$ cat src/rtl/operand_skid_buffer_pkg.sv
// Shared constants for the operand skid buffer: state encoding and datapath width.
// The state codes equal the buffered word count, so occupancy is the state itself.
package operand_skid_buffer_pkg;

    localparam int DATA_WIDTH = 16;

    localparam logic [1:0] EMPTY = 2'd0;
    localparam logic [1:0] ONE   = 2'd1;
    localparam logic [1:0] FULL  = 2'd2;

endpackage

$ cat src/rtl/operand_skid_buffer.sv
// Two-entry elastic register between the operand/PC-source mux and the next stage.
// in_ready comes from registered state only, so upstream never sees a path from out_ready.
module operand_skid_buffer
    import operand_skid_buffer_pkg::*;
#(
    parameter int WIDTH = DATA_WIDTH
) (
    input  logic             clock,
    input  logic             reset,
    input  logic [WIDTH-1:0] in_data,
    input  logic             in_valid,
    output logic             in_ready,
    input  logic             flush,
    output logic [WIDTH-1:0] out_data,
    output logic             out_valid,
    input  logic             out_ready,
    output logic [1:0]       occupancy
);

    logic [1:0]       state_q;
    logic [1:0]       state_d;
    logic [WIDTH-1:0] main_q;
    logic [WIDTH-1:0] skid_q;
    logic             load_main_in;
    logic             load_main_skid;
    logic             load_skid;

    assign in_ready  = (state_q != FULL);
    assign out_valid = (state_q != EMPTY);
    assign occupancy = state_q;
    assign out_data  = main_q;

    // Flush wins over every transition and suppresses all data loads.
    always_comb begin
        state_d        = state_q;
        load_main_in   = 1'b0;
        load_main_skid = 1'b0;
        load_skid      = 1'b0;
        if (flush) begin
            state_d = EMPTY;
        end else begin
            case (state_q)
                EMPTY: begin
                    if (in_valid) begin
                        load_main_in = 1'b1;
                        state_d      = ONE;
                    end
                end
                ONE: begin
                    if (out_ready && in_valid) begin
                        load_main_in = 1'b1;
                    end else if (out_ready) begin
                        state_d = EMPTY;
                    end else if (in_valid) begin
                        load_skid = 1'b1;
                        state_d   = FULL;
                    end
                end
                FULL: begin
                    if (out_ready) begin
                        load_main_skid = 1'b1;
                        state_d        = ONE;
                    end
                end
                default: begin
                    state_d = EMPTY;
                end
            endcase
        end
    end

    always_ff @(posedge clock or negedge reset) begin
        if (!reset) begin
            state_q <= EMPTY;
            main_q  <= '0;
            skid_q  <= '0;
        end else begin
            state_q <= state_d;
            if (load_main_in) begin
                main_q <= in_data;
            end else if (load_main_skid) begin
                main_q <= skid_q;
            end
            if (load_skid) begin
                skid_q <= in_data;
            end
        end
    end

endmodule

$ cat config.mk
export PLATFORM = sky130hd
export DESIGN_NAME = operand_skid_buffer
export DESIGN_NICKNAME = d
export VERILOG_FILES = /design/src/rtl/operand_skid_buffer_pkg.sv /design/src/rtl/operand_skid_buffer.sv
export SDC_FILE = /design/constraint.sdc
export NUM_CORES = 1
export LEC_CHECK = 0
export ABC_AREA = 1
export CAP_MARGIN = 20
export CELL_PAD_IN_SITES_DETAIL_PLACEMENT = 0
export CELL_PAD_IN_SITES_GLOBAL_PLACEMENT = 1
export CORE_AREA = 2 2 71 73
export DETAILED_ROUTE_END_ITERATION = 10
export DIE_AREA = 0 0 73 75
export PLACE_DENSITY_LB_ADDON = 0.1
export SETUP_SLACK_MARGIN = 0.4
export SYNTH_ARGS = -nofsm -noshare
export SYNTH_HDL_FRONTEND = slang
export SYNTH_SLANG_ARGS = --single-unit
$ cat constraint.sdc
create_clock -name clock -period 2.1 [get_ports clock]
set_input_delay 0.525 -clock clock [delete_from_list [all_inputs] [get_ports clock]]
set_output_delay 0.525 -clock clock [all_outputs]
set_load 0.02 [all_outputs]
Word-level counts from Yosys, hierarchy flattened
Index checks and enable logic that the tools add are counted.

Register bits: 34. Word-level logic and storage cells: 35.

Equality and inequality tests: 7. Multiplexer cells: 20. Reduce and logical (&&, ||, !) cells: 5.

Operator list (count): 16-bit two-way mux (2); 2-bit two-way mux (6); 1-bit two-way mux (10); 3-bit != test (second input constant) (3); 2-bit case mux with 3 select lines (1); 4-bit != test (second input constant) (1); 4-bit AND reduction (1); 2-bit nonzero test (2); 2-bit by 1-bit == test with 1-bit output (second input constant) (1); 2-bit == test (second input constant) (1); 2-bit zero test (1); 2-bit != test (second input constant) (1); 1-bit case mux with 2 select lines (1); 1-bit logical AND (1).

Logic depth before layout (Yosys ltp)
Gate-level depths: netlist of the first run.

Depth after elaboration: 5. Depth in mapped cells: 9.

Worst setup path after synthesis of the first run
OpenSTA, ideal clock, no wires.

Kind: register to register. From: register state_q[0], in the netlist occupancy[0]. To: register main_q[10], in the netlist out_data[10]. Data arrival time: 1379 ps. Required time: 1985 ps. Setup slack: 606 ps. Stages on the path, launching flop included: 8. Period minus slack after synthesis: 1494 ps. Cells stage by stage: dfrtp_1 -> inv_2 -> nand2_2 -> nor3_4 -> inv_4 -> buf_6 -> nand3_2 -> nand2_2.

Longest elaborated chain between the ends: 4. Elaborated cells on any way between the ends: 9. Those cells by class: eq/ne: 2; mux: 5; reduce/logical: 2.

RTL lines: start, declared (RTL line operand_skid_buffer.sv:20) `logic [1:0] state_q;`; start signal, assigned (RTL line operand_skid_buffer.sv:78) `state_q <= state_d;`; 2-bit by 1-bit == test with 1-bit output (tied with other cells) (RTL line operand_skid_buffer.sv:42) `case (state_q)`; 1-bit case mux with 2 select lines / 1-bit two-way mux (equally long branches) (RTL line operand_skid_buffer.sv:42); 1-bit two-way mux (RTL line operand_skid_buffer.sv:39) `if (flush) begin`; 16-bit two-way mux / 2-bit nonzero test (equally long branches); end signal, assigned (RTL line operand_skid_buffer.sv:80) `main_q <= in_data;`; end signal, assigned (RTL line operand_skid_buffer.sv:82) `main_q <= skid_q;`; end, declared (RTL line operand_skid_buffer.sv:22) `logic [WIDTH-1:0] main_q;`.

Parallel ways exist; a longest one is shown, timed or not. A chain may end at the register's enable or synchronous reset.

Worst setup path in the final report of the first run
From: input port flush. To: register main_q[9], in the netlist out_data[9].

Longest elaborated chain between the ends: 2. Elaborated cells on any way between the ends: 4. Those cells by class: mux: 3; reduce/logical: 1.

RTL lines: start, declared (RTL line operand_skid_buffer.sv:13) `input logic flush,`; 1-bit two-way mux (RTL line operand_skid_buffer.sv:39); 16-bit two-way mux / 2-bit nonzero test (equally long branches).

Parallel ways exist; a longest one is shown, timed or not.

==> summary.md, run 1 <==
| Metric | Value |
|---|---|
| Max capacitance violation total | `0` |
| Post-synth top area share | `48.9%` |
| Full die area | `0.00548 mm^2` |
| Final cycle utilization of the critical path | `77.5%` |
| Post-cts hold buffer count | `0` |
| Vias | `1484` |
| Proportion of synthesized chip area in sequential cells | `48.9%` |
| Required arrival time at the worst endpoint | `2.28 ns` |
| Number of enable-type register cells in the synthesized netlist | `0` |
| Number of failing hold endpoints at the final stage | `0` |
| Maximum clock path buffer count | `2` |
| Type of the worst min-delay path | `in2async` |
| Number of standard-cell rows in the floorplan | `25` |
| Layout overhead on the synthesized area | `35.9%` |
| Final net count | `289` |
| Crit path DAT | `1.81 ns` |
| Most frequent cell after synthesis | `sky130_fd_sc_hd__nand2_1` |
| HPWL Detailed | `2700 um` |
| Final critical-path setup slack | `0.472 ns` |
| Peak ir drop on the vdd network | `0.000403 V` |
| Largest clock skew in the final design | `0.00590 ns` |
| Vias per Instance | `4.59` |
| Largest net degree at the start of global routing | `35` |
| Final Critical Period | `1.63 ns` |
| Detailed router's first-iteration violation count | `55` |
| Count of state elements after synthesis | `34` |
| Cell type with the largest total area after synthesis | `sky130_fd_sc_hd__dfrtp_1` |
| Mapped Cells | `218` |
| Buffer cell driving the clock tree root | `sky130_fd_sc_hd__clkbuf_8` |
| Worst-margin pin slew | `0.450 ns` |
| Starting utilization of the core area | `37.3%` |
| Synth Flop Type | `sky130_fd_sc_hd__dfrtp_1` |
| Diode count | `0` |
| Latest clock arrival within the worst-skew pair | `0.29 ns` |
| Pre-CTS setup slack | `0.0618 ns` |
| Clk sinks | `34` |
| Detailed-routing iteration count for the pre-antenna-repair pass | `4` |
| Total clock buffers created by CTS | `5` |
| Remaining DRCs | `0` |
| Startpoint-to-endpoint class of the critical path | `in2reg` |
| Synth area leaders | `sky130_fd_sc_hd__dfrtp_1 (49%), sky130_fd_sc_hd__nand2_1 (13%), sky130_fd_sc_hd__inv_1 (8.0%)` |
| GP Congestion | `0.739` |
| Number of global-route vias before repair | `1413` |
| Status | `complete, no violations` |
| Total gr overflow | `0` |
| Crit path max fanout | `10` |
| Power density normalized to cell area | `995 mW/mm^2` |
| Post-route ant nets | `0` |
| Final Setup Violations | `0` |
| Wire length after detailed routing | `3910 um` |
| Synth top cells by count | `sky130_fd_sc_hd__nand2_1 (62), sky130_fd_sc_hd__inv_1 (37), sky130_fd_sc_hd__dfrtp_1 (34)` |
| H-tree levels | `2` |
| Average wire per standard cell | `12.1 um` |
| Leakage power | `0.00129 uW` |
| Placeable Area | `0.00466 mm^2` |
| Initial antenna violation count | `0` |
| Post-synth ARST share | `100%` |
| CP Launch Type | `primary input` |
| First-pass GRT wire length | `6560 um` |
| Die width | `73 um` |
| RSZ-0062 raised after global routing | `yes` |
| Y dimension of the die | `75 um` |
| Global-route usage over all layers | `15.9%` |
| Post-synthesis instance area | `0.00174 mm^2` |
| Boundary Pins | `41` |
| Proportion of layout cells with a drive suffix above 1 | `20.1%` |
| Yosys warns | `0` |
| Count of cell types in the netlist | `21` |
| Crit path capture type | `flop` |
| Clock tree from TritonCTS | `done` |
| Synth Net Count | `239` |
| Reg clk slew, reported paths | `0.07 ns` |
| Setup tns final | `0 ns` |
| Fmax | `0.614 GHz` |
| Worst relative slew slack | `70.0%` |
| Post-synthesis area per instance | `7.98 um^2` |
| Max-slew violation total from the final report | `0` |
| Total of buffers placed on input and output ports | `40` |
-- cells by family (layout without fill, tap and decap cells) --
logic type	after synthesis	after routing	share of synthesized area [%]
AOI/OAI and AO/OA	18	18	5.32
buffers and inverters	48	99	11.9
DFF	34	34	48.9
and+or+nand+nor	118	118	33.9
-- where the power goes --
part	internal [uW]	switching, uW	total (uW)
registers	855	114	969
clock network	506	237	743
logic	281	362	643
-- placed cells by master (no fill, tap or decap), types with 5 or more instances in the layout --
cell                              netlist  routed
sky130_fd_sc_hd__buf_4                  1      11
sky130_fd_sc_hd__clkbuf_8               0       6
sky130_fd_sc_hd__clkdlybuf4s50_1        0      18
sky130_fd_sc_hd__dfrtp_1               34      32
sky130_fd_sc_hd__dlygate4sd2_1          0      18
sky130_fd_sc_hd__inv_1                 37      36
sky130_fd_sc_hd__nand2_1               62      62
sky130_fd_sc_hd__nand2_2               12      11
sky130_fd_sc_hd__nand3_1               24      24
sky130_fd_sc_hd__nand3_2               10      10
sky130_fd_sc_hd__nor2_1                 6       5
sky130_fd_sc_hd__o21ai_1               16      16
-- flip-flops by register name, indices dropped and copies added, names as in the netlist --
register,cells
occupancy,2
out_data,16
skid_q,16
-- worst paths after layout --
path	startpoint	to	cells past startpoint	slack [ns]
max in group asynchronous	reset	occupancy[1]	2	1.49
max	flush	out_data[9]	8	0.47
max reg2reg	occupancy[0]	out_data[9]	8	0.70
min	reset	out_data[12]	2	0.27
min in group clock	skid_q[7]	skid_q[7]	2	0.49
min reg2reg	skid_q[7]	skid_q[7]	2	0.49
-- layer usage --
metal | up-vias | share of wire, % | GRT usage [%]
met5 | - | 0 | 0
met3 | 7 | 4.9 | 4.15
met2 | 36 | 48 | 26.3
met1 | 669 | 46 | 19.9
met4 | 0 | 1.4 | 6.17
li1 | 772 | - | -
-- per-stage QoR --
step | std cells | total power (uW) | hold WS (ns) | instance area [um^2] | util, %
after floorplan | 218 | 1370 | 0.229 | 1740 | -
after global placement | 311 | 1690 | 0.471 | 2210 | 47.3
final | 323 | 2350 | 0.267 | 2370 | 50.8
after detailed placement | 311 | 1700 | 0.478 | 2210 | 47.3
after CTS | 319 | 2380 | 0.278 | 2330 | 50.1
after global routing | 323 | 2510 | 0.310 | 2370 | 50.8
-- timing repair --
action	in CTS	in global routing
pin swaps	0	1
resized for setup	25	7
setup endpoints to repair	33	28
hold endpoints to repair	0	0
setup buffers	0	4
-- worst max-delay path: stages --
cell and delay, ns:
sky130_fd_sc_hd__clkdlybuf4s50_1 0.54, sky130_fd_sc_hd__clkinvlp_4 0.17, sky130_fd_sc_hd__buf_4 0.16, sky130_fd_sc_hd__buf_4 0.16, sky130_fd_sc_hd__nand3_1 0.09, sky130_fd_sc_hd__nand2_1 0.06, sky130_fd_sc_hd__inv_1 0.07, sky130_fd_sc_hd__nand2_2 0.04
-- cell type report --
| class | count | area, um^2 |
|---|---|---|
| Fill cell | 472 | 2290 |
| Clock inverter | 2 | 60.1 |
| Inverter | 39 | 153 |
| Multi-Input combinational cell | 136 | 691 |
| Tap cell | 54 | 67.6 |
| Sequential cell | 34 | 853 |
| Clock buffer | 6 | 82.6 |
| Timing Repair Buffer | 52 | 459 |
(Power assumes the default switching activity.)
==> run 2: changes to the inputs <==
Settings changed: CORE_AREA 2 2 71 73 to 2 2 73 75, DIE_AREA 0 0 73 75 to 0 0 75 77.
Clock period 2.1 ns to 1.5 ns, I/O delays scaled along.
==> summary.md, run 2 (synthesized netlist as in run 1, its figures left out) <==
| Metric | Value |
|---|---|
| Status | `finished with violations` |
| Violations in the final reports | `negative hold slack` |
| Max-slew violation total from the final report | `0 (unchanged)` |
| Number of global-route vias before repair | `1666 (+18%)` |
| Leakage power | `0.00145 uW (+13%)` |
| Latest clock arrival within the worst-skew pair | `0.28 ns (about the same)` |
| HPWL Detailed | `2800 um (+3.7%)` |
| Crit path max-delay cell type | `sky130_fd_sc_hd__dfrtp_2` |
| Switch share | `31.0% (+0.74 points)` |
| Worst Reg2Reg Path Length in Cells | `10 (+2)` |
| Power Internal | `2460 uW (+50%)` |
| Wire length after detailed routing | `4370 um (+12%)` |
| Proportion of layout cells with a drive suffix above 1 | `42.3% (+22 points)` |
| Crit path capture type | `flop` |
| Total of buffers placed on input and output ports | `40 (unchanged)` |
| Sum of internal, switching and leakage power | `3560 uW (+51%)` |
| Largest clock skew in the final design | `0.00832 ns (+0.00243 ns)` |
| CP Launch Type | `flop` |
| Startpoint-to-endpoint class of the critical path | `reg2reg` |
| Full die area | `0.00578 mm^2 (+5.5%)` |
| Clk sinks | `34 (unchanged)` |
| Detailed-routing iteration count for the pre-antenna-repair pass | `4 (unchanged)` |
| Worst-case register-to-register setup slack | `0.09 ns (-0.61 ns)` |
| Maximum clock path buffer count | `2 (unchanged)` |
| Met3 track utilization from global routing | `3.02% (-1.1 points)` |
| Number of inserted filler cells in the final layout | `468 (-0.85%)` |
| Switching power of the nets | `1100 uW (+55%)` |
| Part of the total power dissipated in sequential elements | `38.8% (-2.3 points)` |
| RSZ-0062 raised after global routing | `yes` |
| Buffer cell driving the clock tree root | `sky130_fd_sc_hd__clkbuf_8` |
| GP Congestion | `0.739 (about the same)` |
| Placeable Area | `0.00498 mm^2 (+6.8%)` |
| Crit-path leading delay family | `flip-flops` |
| Total gr overflow | `0 (unchanged)` |
| Final Critical Period | `1.41 ns` |
| Fmax | `0.709 GHz` |
| Average wire per standard cell | `12.1 um (about the same)` |
| Layout overhead on the synthesized area | `62.3%` |
| Met2 Resource Use GR | `27.9% (+1.6 points)` |
| Global-route usage over all layers | `17.0% (+1.1 points)` |
| Most congested layer reported by global routing | `met2` |
| Crit path DAT | `1.63 ns (-0.18 ns)` |
| Required arrival time at the worst endpoint | `1.72 ns (-0.56 ns)` |
| Detailed router's first-iteration violation count | `93 (+69%)` |
| Number of standard-cell rows in the floorplan | `26 (+4.0%)` |
| Pre-CTS setup slack | `-0.235 ns (-0.296 ns)` |
| Top cell by count, worst path | `sky130_fd_sc_hd__nand2_2` |
| CP Cell Sequence | `buf_6, nor2_4, nand2_2, nand2_4, buf_6, buf_12, nand3_2, nand2_2, inv_2, nand2_2` |
| Post-route ant nets | `0 (unchanged)` |
| Commonest non-fill, non-tap cell in the layout | `sky130_fd_sc_hd__nand2_1` |
| Power density normalized to cell area | `1260 mW/mm^2 (+27%)` |
| Worst relative slew slack | `75.9% (+5.9 points)` |
| Max capacitance violation total | `0 (unchanged)` |
| Met1 layer usage reported by global route | `22.2% (+2.3 points)` |
| Y dimension of the die | `77 um (+2.7%)` |
| First-pass GRT wire length | `7500 um (+14%)` |
| Boundary Pins | `41 (unchanged)` |
| Peak ir drop on the vdd network | `0.000536 V (+33%)` |
| Portion of total power attributed to the clock network | `24.0% (-7.6 points)` |
| Vias | `1577 (+6.3%)` |
| Hold_ws | `-0.00513 ns (-0.272 ns)` |
| Vias per Instance | `4.37 (-4.9%)` |
| Die width | `75 um (+2.7%)` |
| Number of failing hold endpoints at the final stage | `11 (+11)` |
| Endpoint of the most critical register-to-register path | `out_data[9]` |
| Reg clk slew, reported paths | `0.07 ns (about the same)` |
| Worst-margin pin slew | `0.362 ns (-0.0881 ns)` |
| Crit path buffers/inverters | `4 (-1)` |
| Final critical-path setup slack | `0.0889 ns (-0.383 ns)` |
| Commonest cells after routing, fill and taps aside | `sky130_fd_sc_hd__nand2_1 (50), sky130_fd_sc_hd__dfrtp_1 (32), sky130_fd_sc_hd__inv_1 (29)` |
| Starting utilization of the core area | `35.0% (-2.4 points)` |
| Final cycle utilization of the critical path | `94.1%` |
| Proportion of power drawn by combinational gates | `37.3% (+10 points)` |
| Worst r2r src | `occupancy[1]` |
| Largest net degree at the start of global routing | `34 (-2.9%)` |
| Diode count | `0 (unchanged)` |
| Max stage delay on crit path | `0.48 ns (-0.06 ns)` |
| Final Setup Violations | `0 (unchanged)` |
| Crit path max fanout | `5 (-5)` |
| Initial antenna violation count | `0 (unchanged)` |
| Final net count | `312 (+8.0%)` |
| Type of the worst min-delay path | `in2async` |
| H-tree levels | `2 (unchanged)` |
| Count of placed standard cells including taps | `338 (+8.7%)` |
| Clock tree from TritonCTS | `done` |
| Post-route non-filler standard cell count | `361 (+12%)` |
| Total clock buffers created by CTS | `5 (unchanged)` |
| Remaining DRCs | `0 (unchanged)` |
==> run 2: cell types whose count changed in the layout (fill, tap and decap cells not counted), sizes merged <==
cell and change:
buf +41, bufinv -1, clkdlybuf4s50 -2, clkinvlp -1, dlygate4sd2 -15, dlymetal6s2s -1, inv +1
==> run 2: final cells by class <==
type	instances	area, um^2	area share, %
Clock buffer	6	82.6	2.92
Clock inverter	1	30.0	1.06
Inverter	39	151	5.36
Multi-Input combinational cell	136	801	28.4
Sequential cell	34	853	30.2
Tap cell	70	87.6	3.10
Timing Repair Buffer	75	818	29.0
==> run 2: worst max path at each step <==
| stage | start | end | slack (ns) | cells after the start |
|---|---|---|---|---|
| 2_1_floorplan | occupancy[0] | out_data[10] | 0.03 | 7 |
| 3_3_place_gp | out_ready | out_data[1] | -0.22 | 10 |
| 3_5_place_dp | out_ready | out_data[1] | -0.23 | 10 |
| 4_1_cts | occupancy[1] | out_valid | 0.09 | 3 |
| 5_1_grt | occupancy[1] | out_data[10] | 0.001 | 10 |
| 6_report | occupancy[1] | out_data[9] | 0.09 | 10 |
==> run 2: power by group through the flow <==
stage               logic (uW)  clock network (uW)  registers (uW)
finish                    1330                 853            1380
global route              1460                 917            1420
CTS                       1270                 878            1370
detailed placement        1080                   0            1370
global placement          1070                   0            1370
floorplan                  414                   0            1510
==> run 2: metal layers <==
layer / wire length [um] / vias to the layer above
met4: 33 / 0
met2: 2140 / 30
met3: 162 / 4
met1: 2030 / 730
li1: - / 813
met5: 0 / -
==> run 2: what timing repair did <==
action                                  in CTS  in global routing
pin swaps                                   10                 24
setup buffers                               12                  1
gates resized for setup                    142                 26
gates cloned                                 2                  1
endpoints found under the setup margin      54                 54
hold buffers                                 0                  0
==> run 2: through the flow <==
step	cell area, um^2	TNS [ns]	util (%)
after global routing	2820	0	56.7
after CTS	2710	0	54.3
after detailed placement	2380	-6.34	47.8
final	2820	0	56.7
after global placement	2380	-6.06	47.8
after floorplan	1770	0	-
==> run 3: changes to the inputs <==
==> constraint.sdc (replaced) <==
create_clock -name clock -period 1.5 [get_ports clock]
set_input_delay 0.15 -clock clock [delete_from_list [all_inputs] [get_ports clock]]
set_output_delay 0.15 -clock clock [all_outputs]
set_load 0.02 [all_outputs]
==> summary.md, run 3 (synthesized netlist as in run 1, its figures left out) <==
| Metric | Value |
|---|---|
| Status | `complete, no violations` |
| Leakage power | `0.00148 uW (+1.8%)` |
| Starting utilization of the core area | `35.0% (unchanged)` |
| Worst-margin pin slew | `0.647 ns (+0.285 ns)` |
| Die width | `75 um (unchanged)` |
| Post-route ant nets | `0 (unchanged)` |
| Diode count | `0 (unchanged)` |
| Reg clk slew, reported paths | `0.07 ns (about the same)` |
| Peak ir drop on the vdd network | `0.000463 V (-14%)` |
| Crit path max fanout | `6 (+1)` |
| Max capacitance violation total | `0 (unchanged)` |
| Detailed-routing iteration count for the pre-antenna-repair pass | `4 (unchanged)` |
| Average wire per standard cell | `13.2 um (+9.2%)` |
| Total of buffers placed on input and output ports | `40 (unchanged)` |
| Placeable Area | `0.00498 mm^2 (unchanged)` |
| Hold_ws | `0.419 ns (+0.424 ns)` |
| Maximum clock path buffer count | `2 (unchanged)` |
| Wire length after detailed routing | `4770 um (+9.2%)` |
| Boundary Pins | `41 (unchanged)` |
| Detailed router's first-iteration violation count | `61 (-34%)` |
| Vias per Instance | `4.50 (+2.9%)` |
| Layout overhead on the synthesized area | `61.9%` |
| Crit-path leading delay family | `buffers and inverters` |
| Total clock buffers created by CTS | `5 (unchanged)` |
| HPWL Detailed | `2720 um (-2.8%)` |
| Startpoint-to-endpoint class of the critical path | `reg2reg` |
| Count of placed standard cells including taps | `335 (-0.89%)` |
| Latest clock arrival within the worst-skew pair | `0.29 ns (about the same)` |
| H-tree levels | `2 (unchanged)` |
| Number of global-route vias before repair | `1663 (-0.18%)` |
| Crit path DAT | `1.53 ns (-0.10 ns)` |
| Max-slew violation total from the final report | `0 (unchanged)` |
| Number of standard-cell rows in the floorplan | `26 (unchanged)` |
| Crit path max-delay cell type | `sky130_fd_sc_hd__dfrtp_2` |
| Initial antenna violation count | `0 (unchanged)` |
| Commonest non-fill, non-tap cell in the layout | `sky130_fd_sc_hd__nand2_2` |
| Number of failing hold endpoints at the final stage | `0 (-11)` |
| GP Congestion | `0.739 (about the same)` |
| Final Critical Period | `1.34 ns (-0.0692 ns)` |
| Largest net degree at the start of global routing | `27 (-21%)` |
| Clk sinks | `34 (unchanged)` |
| Power density normalized to cell area | `1160 mW/mm^2 (-7.6%)` |
| Proportion of layout cells with a drive suffix above 1 | `49.5% (+7.2 points)` |
| Buffer cell driving the clock tree root | `sky130_fd_sc_hd__clkbuf_8` |
| Largest clock skew in the final design | `0.00137 ns (-0.00695 ns)` |
| Fmax | `0.745 GHz (+5.2%)` |
| First-pass GRT wire length | `7760 um (+3.5%)` |
| Post-route non-filler standard cell count | `361 (unchanged)` |
| RSZ-0062 raised after global routing | `yes` |
| Final cycle utilization of the critical path | `89.5% (-4.6 points)` |
| CP Launch Type | `flop` |
| CP Cell Sequence | `buf_6, buf_6, nand2_8, nor3_4, buf_12, buf_12, nand2_2, nand2_1, inv_1, nand2_2` |
| Required arrival time at the worst endpoint | `1.69 ns (-0.03 ns)` |
| Type of the worst min-delay path | `in2async` |
| Final Setup Violations | `0 (unchanged)` |
| Vias | `1623 (+2.9%)` |
| Multi-input combinational cell area | `885 um^2 (+10%)` |
| Full die area | `0.00578 mm^2 (unchanged)` |
| Number of inserted filler cells in the final layout | `505 (+7.9%)` |
| Max stage delay on crit path | `0.42 ns (-0.06 ns)` |
| Commonest cells after routing, fill and taps aside | `sky130_fd_sc_hd__nand2_2 (39), sky130_fd_sc_hd__inv_1 (32), sky130_fd_sc_hd__dfrtp_1 (32)` |
| Clock tree from TritonCTS | `done` |
| Global-route usage over all layers | `17.7% (+0.73 points)` |
| Y dimension of the die | `77 um (unchanged)` |
| Total gr overflow | `0 (unchanged)` |
| Register cell area after layout | `853 um^2 (unchanged)` |
| Final net count | `311 (-0.32%)` |
| Setup tns final | `0 ns (unchanged)` |
| Worst relative slew slack | `56.9% (-19 points)` |
| Remaining DRCs | `0 (unchanged)` |
| Crit path capture type | `flop` |
| Crit path buffers/inverters | `5 (+1)` |
==> run 3: cell count changes in the layout (fill, tap and decap cells not counted), moves of 9 or more <==
| cell | delta |
|---|---|
| sky130_fd_sc_hd__nand2_1 | -23 |
| sky130_fd_sc_hd__buf_2 | +17 |
| sky130_fd_sc_hd__nand2_2 | +17 |
| sky130_fd_sc_hd__buf_6 | -10 |
| sky130_fd_sc_hd__nand3_1 | +10 |
| sky130_fd_sc_hd__o21ai_1 | -10 |
| sky130_fd_sc_hd__o21ai_2 | +9 |
==> run 3: per-layer routing <==
layer,part of all wire (%),global-route usage (%),up-vias,wire length (um)
li1,-,-,817,-
met1,44,22.3,765,2110
met2,50,29.7,36,2400
met3,4.5,4.47,5,214
met4,0.92,4.29,0,44
met5,0,0,-,0
==> run 3: power breakdown <==
group | internal [uW] | total [uW] | leakage [uW] | switching [uW]
Sequential | 1200 | 1430 | 0.000425 | 234
Combinational | 534 | 1120 | 0.00101 | 590
Clock | 371 | 726 | 0.0000482 | 355
Total | 2100 | 3280 | 0.00148 | 1180
==> run 3: path summary, 6_finish.rpt <==
| path | slack, ns | end | cells past startpoint | startpoint |
|---|---|---|---|---|
| min in group clock | 0.43 | skid_q[10] | 3 | in_data[10] |
| max | 0.16 | out_data[6] | 10 | occupancy[1] |
| min | 0.42 | skid_q[10] | 2 | reset |
| min reg2reg | 0.49 | skid_q[3] | 2 | skid_q[3] |
| max reg2reg | 0.16 | out_data[6] | 10 | occupancy[1] |
| max in group asynchronous | 0.53 | out_data[0] | 3 | reset |
==> run 3: final cells by class <==
class | count | area share, %
Sequential cell | 34 | 30.3
Clock inverter | 1 | 0.178
Clock buffer | 7 | 3.06
Timing Repair Buffer | 74 | 26.5
Tap cell | 70 | 3.11
Inverter | 39 | 5.46
Multi-Input combinational cell | 136 | 31.4
==> run 3: stage by stage <==
step                power, uW  setup slack, ns  utilization [%]  cell area [um^2]
finish                   3280            0.158             56.6              2820
floorplan                1930           0.0303                -              1770
global route             3500           0.0956             56.6              2820
global placement         2400           0.0303             47.3              2360
CTS                      3220            0.166             54.3              2700
detailed placement       2410           0.0226             47.3              2360
==> run 3: what timing repair did <==
item,in CTS,in global routing
buffers inserted,10,3
resized for setup,114,51
cloned,2,2
hold endpoints to repair,24,0
pin swaps,29,0
hold buffers,1,0
setup endpoints to repair,54,51
